## src/rtl/uart_bus_bridge.sv

```systemverilog
// uart_bus_bridge
//   Turns a command byte stream from the UART receive path into 32-bit
//   reads and writes on a picorv32-style native memory bus (mem_valid /
//   mem_ready). It sends the response bytes back on the UART transmit path.
//
//   Commands (multi-byte fields little-endian):
//     'R' a0 a1 a2 a3           -> read,  reply d0 d1 d2 d3 (LSB first)
//     'W' a0 a1 a2 a3 d0..d3    -> write, reply 'K'
//     unknown opcode            -> reply '?'
//     bus access timed out      -> reply 'T'
//
//   Optional feature macro: UART_BUS_BRIDGE_AUTOINC_EN
//     When this macro is defined, mem_addr advances by 4 after each
//     completed access. It also adds two opcodes:
//       'n' reads at the current address.
//       'm' d0..d3 writes at the current address.
//
// Ports
//   clk, rst             clock, synchronous active-high reset
//   rx_data/valid/ready  command byte input (valid/ready handshake)
//   tx_data/valid/ready  response byte output (valid/ready handshake)
//   mem_valid/ready      bus request / completion
//   mem_addr/wdata/wstrb request fields, held stable while mem_valid is high
//   mem_rdata            read data, sampled in the mem_ready cycle
//   busy                 high whenever the bridge is not idle
module uart_bus_bridge #(
  parameter int TIMEOUT_CYCLES = 1024,
  parameter int TO_W           = 11
) (
  input  logic        clk,
  input  logic        rst,
  input  logic [7:0]  rx_data,
  input  logic        rx_valid,
  output logic        rx_ready,
  output logic [7:0]  tx_data,
  output logic        tx_valid,
  input  logic        tx_ready,
  output logic        mem_valid,
  input  logic        mem_ready,
  output logic [31:0] mem_addr,
  output logic [31:0] mem_wdata,
  output logic [3:0]  mem_wstrb,
  input  logic [31:0] mem_rdata,
  output logic        busy
);

  typedef enum logic [2:0] {
    IDLE = 3'd0,
    ADDR = 3'd1,
    DATA = 3'd2,
    BUS  = 3'd3,
    RESP = 3'd4
  } state_t;

  state_t            state_r;
  logic              is_write_r;
  logic [1:0]        byte_cnt_r;
  logic [TO_W-1:0]   to_cnt_r;
  logic [23:0]       resp_r;       // read bytes still waiting behind tx_data
  logic [1:0]        resp_left_r;  // bytes left to send after the current one

  // Command parser, bus initiator and response sequencer
  always_ff @(posedge clk) begin
    if (rst) begin
      state_r     <= IDLE;
      is_write_r  <= 1'b0;
      byte_cnt_r  <= 2'd0;
      to_cnt_r    <= '0;
      resp_r      <= 24'd0;
      resp_left_r <= 2'd0;
      rx_ready    <= 1'b0;
      tx_data     <= 8'd0;
      tx_valid    <= 1'b0;
      mem_valid   <= 1'b0;
      mem_addr    <= 32'd0;
      mem_wdata   <= 32'd0;
      mem_wstrb   <= 4'b0000;
      busy        <= 1'b0;
    end else begin
      case (state_r)
        IDLE: begin
          // rx_ready comes up one cycle after reset is released
          rx_ready <= 1'b1;
          if (rx_valid && rx_ready) begin
            case (rx_data)
              8'h52: begin
                is_write_r <= 1'b0;
                byte_cnt_r <= 2'd0;
                busy       <= 1'b1;
                state_r    <= ADDR;
              end
              8'h57: begin
                is_write_r <= 1'b1;
                byte_cnt_r <= 2'd0;
                busy       <= 1'b1;
                state_r    <= ADDR;
              end
`ifdef UART_BUS_BRIDGE_AUTOINC_EN
              8'h6E: begin
                // read at the current address, no address bytes follow
                is_write_r <= 1'b0;
                rx_ready   <= 1'b0;
                mem_valid  <= 1'b1;
                mem_wstrb  <= 4'b0000;
                to_cnt_r   <= '0;
                busy       <= 1'b1;
                state_r    <= BUS;
              end
              8'h6D: begin
                is_write_r <= 1'b1;
                byte_cnt_r <= 2'd0;
                busy       <= 1'b1;
                state_r    <= DATA;
              end
`endif
              default: begin
                rx_ready    <= 1'b0;
                tx_valid    <= 1'b1;
                tx_data     <= 8'h3F;
                resp_left_r <= 2'd0;
                busy        <= 1'b1;
                state_r     <= RESP;
              end
            endcase
          end
        end

        ADDR: begin
          if (rx_valid && rx_ready) begin
            // the low two address bits are never allowed onto the bus
            case (byte_cnt_r)
              2'd0:    mem_addr[7:0]   <= {rx_data[7:2], 2'b00};
              2'd1:    mem_addr[15:8]  <= rx_data;
              2'd2:    mem_addr[23:16] <= rx_data;
              2'd3:    mem_addr[31:24] <= rx_data;
              default: mem_addr        <= mem_addr;
            endcase
            byte_cnt_r <= byte_cnt_r + 2'd1;
            if (byte_cnt_r == 2'd3) begin
              if (is_write_r) begin
                state_r <= DATA;
              end else begin
                rx_ready  <= 1'b0;
                mem_valid <= 1'b1;
                mem_wstrb <= 4'b0000;
                to_cnt_r  <= '0;
                state_r   <= BUS;
              end
            end
          end
        end

        DATA: begin
          if (rx_valid && rx_ready) begin
            // shift in from the top so the first byte lands in [7:0]
            mem_wdata  <= {rx_data, mem_wdata[31:8]};
            byte_cnt_r <= byte_cnt_r + 2'd1;
            if (byte_cnt_r == 2'd3) begin
              rx_ready  <= 1'b0;
              mem_valid <= 1'b1;
              mem_wstrb <= 4'b1111;
              to_cnt_r  <= '0;
              state_r   <= BUS;
            end
          end
        end

        BUS: begin
          // completion takes priority over a timeout on the same edge
          if (mem_ready) begin
            mem_valid <= 1'b0;
            tx_valid  <= 1'b1;
            state_r   <= RESP;
            if (is_write_r) begin
              tx_data     <= 8'h4B;
              resp_left_r <= 2'd0;
            end else begin
              tx_data     <= mem_rdata[7:0];
              resp_r      <= mem_rdata[31:8];
              resp_left_r <= 2'd3;
            end
`ifdef UART_BUS_BRIDGE_AUTOINC_EN
            mem_addr <= mem_addr + 32'd4;
`endif
          end else if (to_cnt_r == TO_W'(TIMEOUT_CYCLES - 1)) begin
            mem_valid   <= 1'b0;
            tx_valid    <= 1'b1;
            tx_data     <= 8'h54;
            resp_left_r <= 2'd0;
            state_r     <= RESP;
          end else begin
            to_cnt_r <= to_cnt_r + TO_W'(1);
          end
        end

        RESP: begin
          if (tx_valid && tx_ready) begin
            if (resp_left_r == 2'd0) begin
              tx_valid <= 1'b0;
              rx_ready <= 1'b1;
              busy     <= 1'b0;
              state_r  <= IDLE;
            end else begin
              tx_data     <= resp_r[7:0];
              resp_r      <= {8'h00, resp_r[23:8]};
              resp_left_r <= resp_left_r - 2'd1;
            end
          end
        end

        default: begin
          rx_ready  <= 1'b0;
          tx_valid  <= 1'b0;
          mem_valid <= 1'b0;
          busy      <= 1'b0;
          state_r   <= IDLE;
        end
      endcase
    end
  end

endmodule

```

## config.mk

```make
export PLATFORM = sky130hd
export DESIGN_NAME = uart_bus_bridge
export DESIGN_NICKNAME = d
export VERILOG_FILES = /design/src/rtl/uart_bus_bridge.sv
export SDC_FILE = /design/constraint.sdc
export NUM_CORES = 1
export LEC_CHECK = 0
export ABC_AREA = 1
export CAP_MARGIN = 20
export CORE_MARGIN = 2
export CORE_UTILIZATION = 54
export CTS_CLUSTER_SIZE = 24
export DETAILED_ROUTE_END_ITERATION = 8
export GPL_TIMING_DRIVEN = 0
export HOLD_SLACK_MARGIN = 0.15
export PLACE_DENSITY = 0.81
export SYNTH_ARGS = -nofsm -noshare
export SYNTH_HDL_FRONTEND = slang
export SYNTH_SLANG_ARGS = --single-unit
```

## constraint.sdc

```tcl
create_clock -name clk -period 3.18 [get_ports clk]
set_input_delay 0.477 -clock clk [delete_from_list [all_inputs] [get_ports clk]]
set_output_delay 0.477 -clock clk [all_outputs]
set_load 0.01 [all_outputs]
```

**Word-level counts from Yosys, hierarchy flattened**

Index checks and enable logic that the tools add are counted.

- Register bits after elaboration: 121
- Bits of input ports: 45
- Output and inout port bits: 80

- Add/sub/neg operators: 3
- Eq/ne operators: 27
- Mux-type cells: 79
- Bitwise operators: 4
- Reduce and logical (&&, ||, !) cells: 31

Operators by type and width:

| kind | number |
|---|---|
| 24-bit 2-to-1 mux | 4 |
| 11-bit 2-to-1 mux | 7 |
| 8-bit 2-to-1 mux | 7 |
| 24-bit case mux with 2 select lines | 1 |
| 11-bit case mux with 3 select lines | 1 |
| 3-bit 2-to-1 mux | 10 |
| 2-bit != test (second input constant) | 15 |
| 1-bit 2-to-1 mux | 24 |
| 8-bit case mux with 3 select lines | 1 |
| 8-bit AND reduction | 3 |
| 2-bit 2-to-1 mux | 10 |
| 4-bit 2-to-1 mux | 5 |
| 6-bit AND reduction | 3 |
| 8-bit by 7-bit equality test with 1-bit output (second input constant) | 2 |
| 3-bit case mux with 5 select lines | 1 |
| 3-bit AND reduction | 5 |
| 11-bit by 1-bit adder with 11-bit output (second input constant) | 1 |
| 11-bit by 10-bit equality test with 1-bit output (second input constant) | 1 |
| 1-bit case mux with 4 select lines | 2 |
| 4-bit case mux with 2 select lines | 1 |
| 4-bit AND reduction | 2 |
| 2-bit nonzero test | 4 |
| 7-bit AND reduction | 1 |
| 3-bit by 2-bit equality test with 1-bit output (second input constant) | 2 |
| 22 further kinds | 31 |

**Depth between registers and ports, before layout**

Gate-level depths: netlist of run 1.

- Depth after elaboration: 5
- Mapped depth: 11
- Depth with buffers taken out: 10

**Worst setup path after synthesis of run 1**

OpenSTA, ideal clock, no wires.

- Path type: input -> register
- From: input port rx_data[5]
- To: register resp_left_r[1]
- Library setup time: 113 ps
- Arrival: 1,418 ps
- Data required time: 3,067 ps
- Setup slack: 1,649 ps
- Stages: 11
- Buffers on the path: 1
- Cell sequence: inv_1 nand2_1 nor2_1 nand3_1 nand2_1 nand2_2 nand3_4 buf_6 nand2_1 nand2_1 nor2_1

- Longest elaborated chain between the ends: 4
- Elaborated cells between the ends (all ways): 5

Ends and longest elaborated chain:

| what | RTL line | source |
|---|---|---|
| from (decl) | 32 | `input logic [7:0] rx_data,` |
| 8-bit by 7-bit equality test with 1-bit output | 85 | `case (rx_data)` |
| 2-bit OR reduction (no source line) * | - |  |
| 2-bit != test (no source line) * | - |  |
| 6-bit AND reduction (no source line) * | - |  |
| to (signal assigned) | 206 | `resp_left_r <= resp_left_r - 2'd1;` |
| to (decl) | 60 | `logic [1:0] resp_left_r;` |

Mark *: on every way between the ends. The rest lies on a longest branch, timed or not.
A chain may end at the register's enable or synchronous reset.

==> results_dict.tcl, run 1 <==
set metrics [dict create \
    run_status "finished clean" \
    cp.arrival_ns 1.58 \
    cp_max_fo 5 \
    ioPinCount 125 \
    hp-start "rst" \
    cap_violations 0 \
    synth_area_um2 5440 \
    finalClockSkew_ns 0.00781 \
    avgSynthCellArea_um2 7.13 \
    synthCells 763 \
    cts_made_buffers 17 \
    cts_buffer_depth 2 \
    fmax_mhz 487 \
    first_global_vias 5522 \
    synth_top_cell_area_share_pct 43.4 \
    cts_tree "yes" \
    dp_hpwl_um 11100 \
    drtAntennaViolNets 0 \
    p_leak_nw 3.18 \
    cp-startpoint "mem_wstrb[2]" \
    grt_antenna_before_repair 0 \
    clk_pin_slew_ns 0.06 \
    critical_path_class "flip-flop to output port" \
    vias 5597 \
    diodes 0 \
    timing.hold.ws_ns 0.337 \
    grtUsageMet1_pct 33.8 \
    synth_top_cell_by_area "dfxtp_1" \
    use_met3_pct 7.77 \
    endpoint "mem_wstrb[3]" \
    final_cell_area_um2 7390 \
    die_width_um 104 \
    num_rows 36 \
    syn2layout_area_growth_pct 35.9 \
    busiest_layer "met2" \
    cellPowerDensity_nw_per_um2 729 \
    core_area_um2 9770 \
    wl_um 15500 \
    min_path_type "input pin to flip-flop" \
    worst_slew_pin_slew_ns 0.656 \
    yosysSeqAreaShare_pct 43.4 \
    cts_hold_buf 0 \
    nFillCells 794 \
    setup_violations 0 \
    root_buffer "clkbuf_8" \
    fin_util_pct 75.6 \
    finalNetCount 955 \
    postCtsSetupRepairBufs 0 \
    crit_required_ns 2.70 \
    post_dp_cell_area_um2 6820 \
    cts_sinks 118 \
    layout_common_cells "nor2_1 (145), nand2_1 (134), clkdlybuf4s50_1 (121), dfxtp_1 (118), o21ai_0 (98)" \
    wl_per_cell_um 14.7 \
    start_util_pct 55.6 \
    period_minus_slack_ns 2.05 \
    cts_resized 0 \
    tns_ns 0 \
    grt_overflow 0 \
    grt_setup_unrepaired "false" \
    die_h_um 104 \
    gp_congestion 0.864 \
    grtUsageMet2_pct 49.6 \
    port_buffers 121 \
    drive_gt1_share_pct 10.3 \
    fin_total_pwr_mw 5.39 \
    reg2regPathDepth 8 \
    slew_headroom_pct 56.3 \
    grt_start_max_net_pins 17 \
    ir_worst_vdd_mv 0.403 \
    yosys_warnings 0 \
    r2r_start "is_write_r" \
    synth_top_cells_by_area "dfxtp_1 (43%), nor2_1 (10%), nand2_1 (9.2%)" \
    reg2reg_slack_ns 1.33 \
    vias_per_cell 5.33 \
    timing.rr.end "tx_data[7]" \
    cts_max_level 4 \
    die-area_um2 10900 \
    yosys_register_bits 118 \
    final_common_cell "nor2_1" \
    netlist-cell-type-count 32 \
    drt-initial-drc-count 275 \
    firstDrtPassIters 5 \
    worstSkewPairLatency_ns 0.53 \
    final_hold_viol_count 0 \
    fin_crit_sh_pct 64.6 \
    grt.total_usage_pct 28.7 \
    grt_pass1_wl_um 25500 \
    report.final.slew_viol_count 0 \
    end_kind "output port" \
    start_kind "flip-flop" \
    drcViolationCount 0 \
]
cell families (layout without fill, tap and decap cells):
family	Yosys count	count (layout)	synth area share (%)
AOI/OAI and AO/OA	168	168	16.4
adders and majority gates	6	6	1.38
other	1	2	0.0689
and+or+nand+nor	362	362	29.6
DFF	118	118	43.4
buffers and inverters	108	261	9.11
state kept, by name, indices dropped and copies added, names as in the netlist:
| register | flops |
|---|---|
| is_write_r | 1 |
| mem_valid | 1 |
| byte_cnt_r | 2 |
| tx_valid | 1 |
| tx_data | 8 |
| busy | 1 |
| resp_r | 24 |
| rx_ready | 1 |
| mem_addr | 30 |
| to_cnt_r | 11 |
| state_r | 3 |
| mem_wdata | 32 |
| mem_wstrb | 1 |
| resp_left_r | 2 |
synth_stat cells, drive strengths merged:
cell       n
nor3       1
ha         6
o2111ai    1
o21ai     99
o21bai     3
nand4     19
nand3b     1
a31oi      1
nand3     40
nand2    144
clkbuf    16
clkinv     3
conb       1
nor2     157
a21oi     64
inv       63
buf       26
dfxtp    118
worst max-delay path, stage by stage, from the launching register on:
cell and delay, ns:
dfxtp_1 0.40, buf_4 0.13, clkdlybuf4s50_1 0.52
report_power, final:
group	internal, mW	total (mW)	switching [mW]
combinational	0.700	1.74	1.04
sequential	1.69	1.82	0.128
clock	1.12	1.83	0.708
total	3.52	5.39	1.87
cell type report:
type	count	area [µm²]	area share, %
multi-input combinational	538	2580	35.0
inverter	66	248	3.35
clock buffer	19	422	5.71
timing repair buffer	121	1210	16.4
tap	133	166	2.25
clock inverter	13	148	2.00
sequential	118	2360	32.0
buffer	42	248	3.35
worst min-delay path by stage:
| stage | to | slack [ns] | cells after the start |
|---|---|---|---|
| 5_1_grt | resp_r[16] | 0.37 | 2 |
| 4_1_cts | resp_r[18] | 0.33 | 2 |
| 6_report | resp_r[18] | 0.34 | 2 |
| 2_1_floorplan | resp_r[10] | 0.42 | 2 |
| 3_3_place_gp | resp_r[12] | 0.44 | 2 |
| 3_5_place_dp | resp_r[12] | 0.44 | 2 |
stage by stage:
step	cells	setup WS (ns)
2_1_floorplan	764	1.65
3_3_place_gp	1018	0.918
3_5_place_dp	1018	0.844
4_1_cts	1050	1.12
5_1_grt	1050	1.05
6_report	1050	1.13
routing by layer:
metal	wire, µm	vias to the layer above
met5	0	-
met4	335	0
met3	1070	32
met2	7620	197
met1	6440	2612
li1	-	2756
Power figures use the tool's default switching activity.
==> run 2, diff against run 1 <==
--- a/config.mk
+++ b/config.mk
@@ -8,12 +8,12 @@
 export ABC_AREA = 1
 export CAP_MARGIN = 20
 export CORE_MARGIN = 2
-export CORE_UTILIZATION = 54
+export CORE_UTILIZATION = 50
 export CTS_CLUSTER_SIZE = 24
 export DETAILED_ROUTE_END_ITERATION = 8
 export GPL_TIMING_DRIVEN = 0
 export HOLD_SLACK_MARGIN = 0.15
-export PLACE_DENSITY = 0.81
+export PLACE_DENSITY = 0.76
 export SYNTH_ARGS = -nofsm -noshare
 export SYNTH_HDL_FRONTEND = slang
 export SYNTH_SLANG_ARGS = --single-unit
==> constraint.sdc (replaced) <==
create_clock -name clk -period 2.03 [get_ports clk]
set_input_delay 0.3045 -clock clk [delete_from_list [all_inputs] [get_ports clk]]
set_output_delay 0.3045 -clock clk [all_outputs]
set_load 0.01 [all_outputs]
==> run 2 against run 1 <==
Effect of this change:
- highest routed layer unchanged
- clock skew fell by 0.00083 ns
- global-route usage fell by 0.87 points
- worst hold slack improved by 0.039 ns
- clock-buffer cell count rose by 1
- non-clock buffer count did not move
- total power rose by 55%
- clock power rose by 53%
- combinational power rose by 55%
- sequential share of layout area barely moved
- routed wire length rose by 0.32%
- design area barely moved
- largest power group is now registers
==> results_dict.tcl, run 2 (synthesis gave the netlist of run 1 again) <==
set metrics [dict create \
    final_hold_viol_count 0 \
    run_status "finished clean" \
    final_cell_area_um2 7390 \
    largest_register "mem_wdata" \
    drt-initial-drc-count 367 \
    root_buffer "clkbuf_8" \
    finalClockSkew_ns 0.00698 \
    num_rows 38 \
    worstSkewPairLatency_ns 0.51 \
    reg_top3 "mem_wdata x32, mem_addr x30, resp_r x24" \
    drcViolationCount 0 \
    p_leak_nw 3.17 \
    core_area_um2 10700 \
    start_util_pct 50.6 \
    firstDrtPassIters 7 \
    grt_overflow 0 \
    cts_buffer_depth 2 \
    grt.total_usage_pct 27.8 \
    first_global_vias 5555 \
    fin_total_pwr_mw 8.34 \
    wl_um 15500 \
    grt_start_max_net_pins 17 \
    min_path_type "input pin to flip-flop" \
    postCtsSetupRepairBufs 0 \
    cellPowerDensity_nw_per_um2 1130 \
    drive_gt1_share_pct 10.4 \
    cts_made_buffers 17 \
    layout_common_cells "nor2_1 (145), nand2_1 (134), clkdlybuf4s50_1 (121), dfxtp_1 (118), o21ai_0 (98)" \
    setup_violations 0 \
    report.final.slew_viol_count 0 \
    stdcell_count 1057 \
    min_path_cells 3 \
    slew_headroom_pct 59.8 \
    end_kind "flip-flop" \
    grt_antenna_before_repair 0 \
    syn2layout_area_growth_pct 35.9 \
    vias_per_cell 5.23 \
    final_common_cell "nor2_1" \
    port_buffers 121 \
    crit_required_ns 2.47 \
    period_minus_slack_ns 1.88 \
    die_h_um 108 \
    vias 5526 \
    fin_crit_sh_pct 92.7 \
    dp.cells 1025 \
    cts_tree "yes" \
    wl_per_cell_um 14.7 \
    gp_congestion 0.877 \
    critical_path_class "flip-flop to flip-flop" \
    nFillCells 929 \
    worst_slew_pin_slew_ns 0.604 \
    diodes 0 \
    cap_violations 0 \
    die-area_um2 11700 \
    finalNetCount 955 \
    cts_sinks 118 \
    cp_max_fo 10 \
    dp_hpwl_um 11300 \
    reg2reg_slack_ns 0.15 \
    cp.arrival_ns 2.33 \
    grt_setup_unrepaired "false" \
    ioPinCount 125 \
    clk_pin_slew_ns 0.06 \
    die_width_um 108 \
    reg2regPathDepth 8 \
    post_dp_cell_area_um2 6830 \
    start_kind "flip-flop" \
    setup_ws_ns 0.148 \
    drtAntennaViolNets 0 \
    place_ws_ns -0.0997 \
    grt_pass1_wl_um 25600 \
    ir_worst_vdd_mv 0.965 \
    cts_max_level 4 \
    largest_reg_flops 32 \
    fmax_mhz 531 \
]
-- run 2: cell count changes in the layout (fill, tap and decap cells not counted), sizes merged --
cell,before,now
clkinv,9,7
clkinvlp,1,5
dlygate4sd3,0,1
inv,67,64
-- run 2: area by class of cell --
| cell class | count | area (µm²) | share of cell area [%] |
|---|---|---|---|
| Multi-Input combinational cell | 538 | 2580 | 35.0 |
| Clock buffer | 20 | 425 | 5.75 |
| Clock inverter | 12 | 130 | 1.76 |
| Inverter | 66 | 248 | 3.35 |
| Sequential cell | 118 | 2360 | 32.0 |
| Buffer | 41 | 246 | 3.33 |
| Timing Repair Buffer | 122 | 1220 | 16.5 |
| Tap cell | 140 | 175 | 2.37 |
-- run 2: worst paths after layout --
check | from | to
max | is_write_r | tx_data[7]
min | mem_rdata[30] | resp_r[22]
max reg2reg | is_write_r | tx_data[7]
min reg2reg | resp_r[9] | resp_r[9]
-- run 2: worst max-delay path, stage by stage (launching register included) --
cell	delay, ns
dfxtp_1	0.37
inv_1	0.22
nand2_1	0.12
nor2_1	0.17
clkbuf_1	0.42
a21oi_1	0.21
nand4_1	0.14
nand2_1	0.06
nor2_1	0.10
-- run 2: per-stage QoR --
stage	setup TNS, ns	hold WS, ns	utilization (%)
2_1_floorplan	0	0.425	-
3_3_place_gp	-0.277	0.434	63.6
3_5_place_dp	-0.499	0.439	63.6
4_1_cts	0	0.364	68.8
5_1_grt	0	0.386	68.8
6_report	0	0.376	68.8
-- run 2: where the power goes --
part / internal [mW] / total (mW) / switching [mW]
clock: 1.74 / 2.80 / 1.06
sequential: 2.65 / 2.85 / 0.198
combinational: 1.10 / 2.70 / 1.60
-- run 2: metal layers --
| metal | up-vias | GRT usage, % | routed length [µm] |
|---|---|---|---|
| li1 | 2759 | - | - |
| met1 | 2525 | 33.2 | 6450 |
| met2 | 214 | 48.6 | 7620 |
| met3 | 28 | 7.72 | 1200 |
| met4 | 0 | 8.42 | 248 |
| met5 | - | 0 | 0 |
-- run 2: timing repair --
item	in CTS	in global routing
hold buffers	1	0
endpoints found under the setup margin	0	26
resized for setup	0	4
endpoints found under the hold margin	4	0
==> run 3, diff against run 2 <==
--- a/config.mk
+++ b/config.mk
@@ -6,7 +6,6 @@
 export NUM_CORES = 1
 export LEC_CHECK = 0
 export ABC_AREA = 1
-export CAP_MARGIN = 20
 export CORE_MARGIN = 2
 export CORE_UTILIZATION = 50
 export CTS_CLUSTER_SIZE = 24
==> results of run 3 <==
Same layout as run 2: the final DEF is identical, and so are final timing and power.
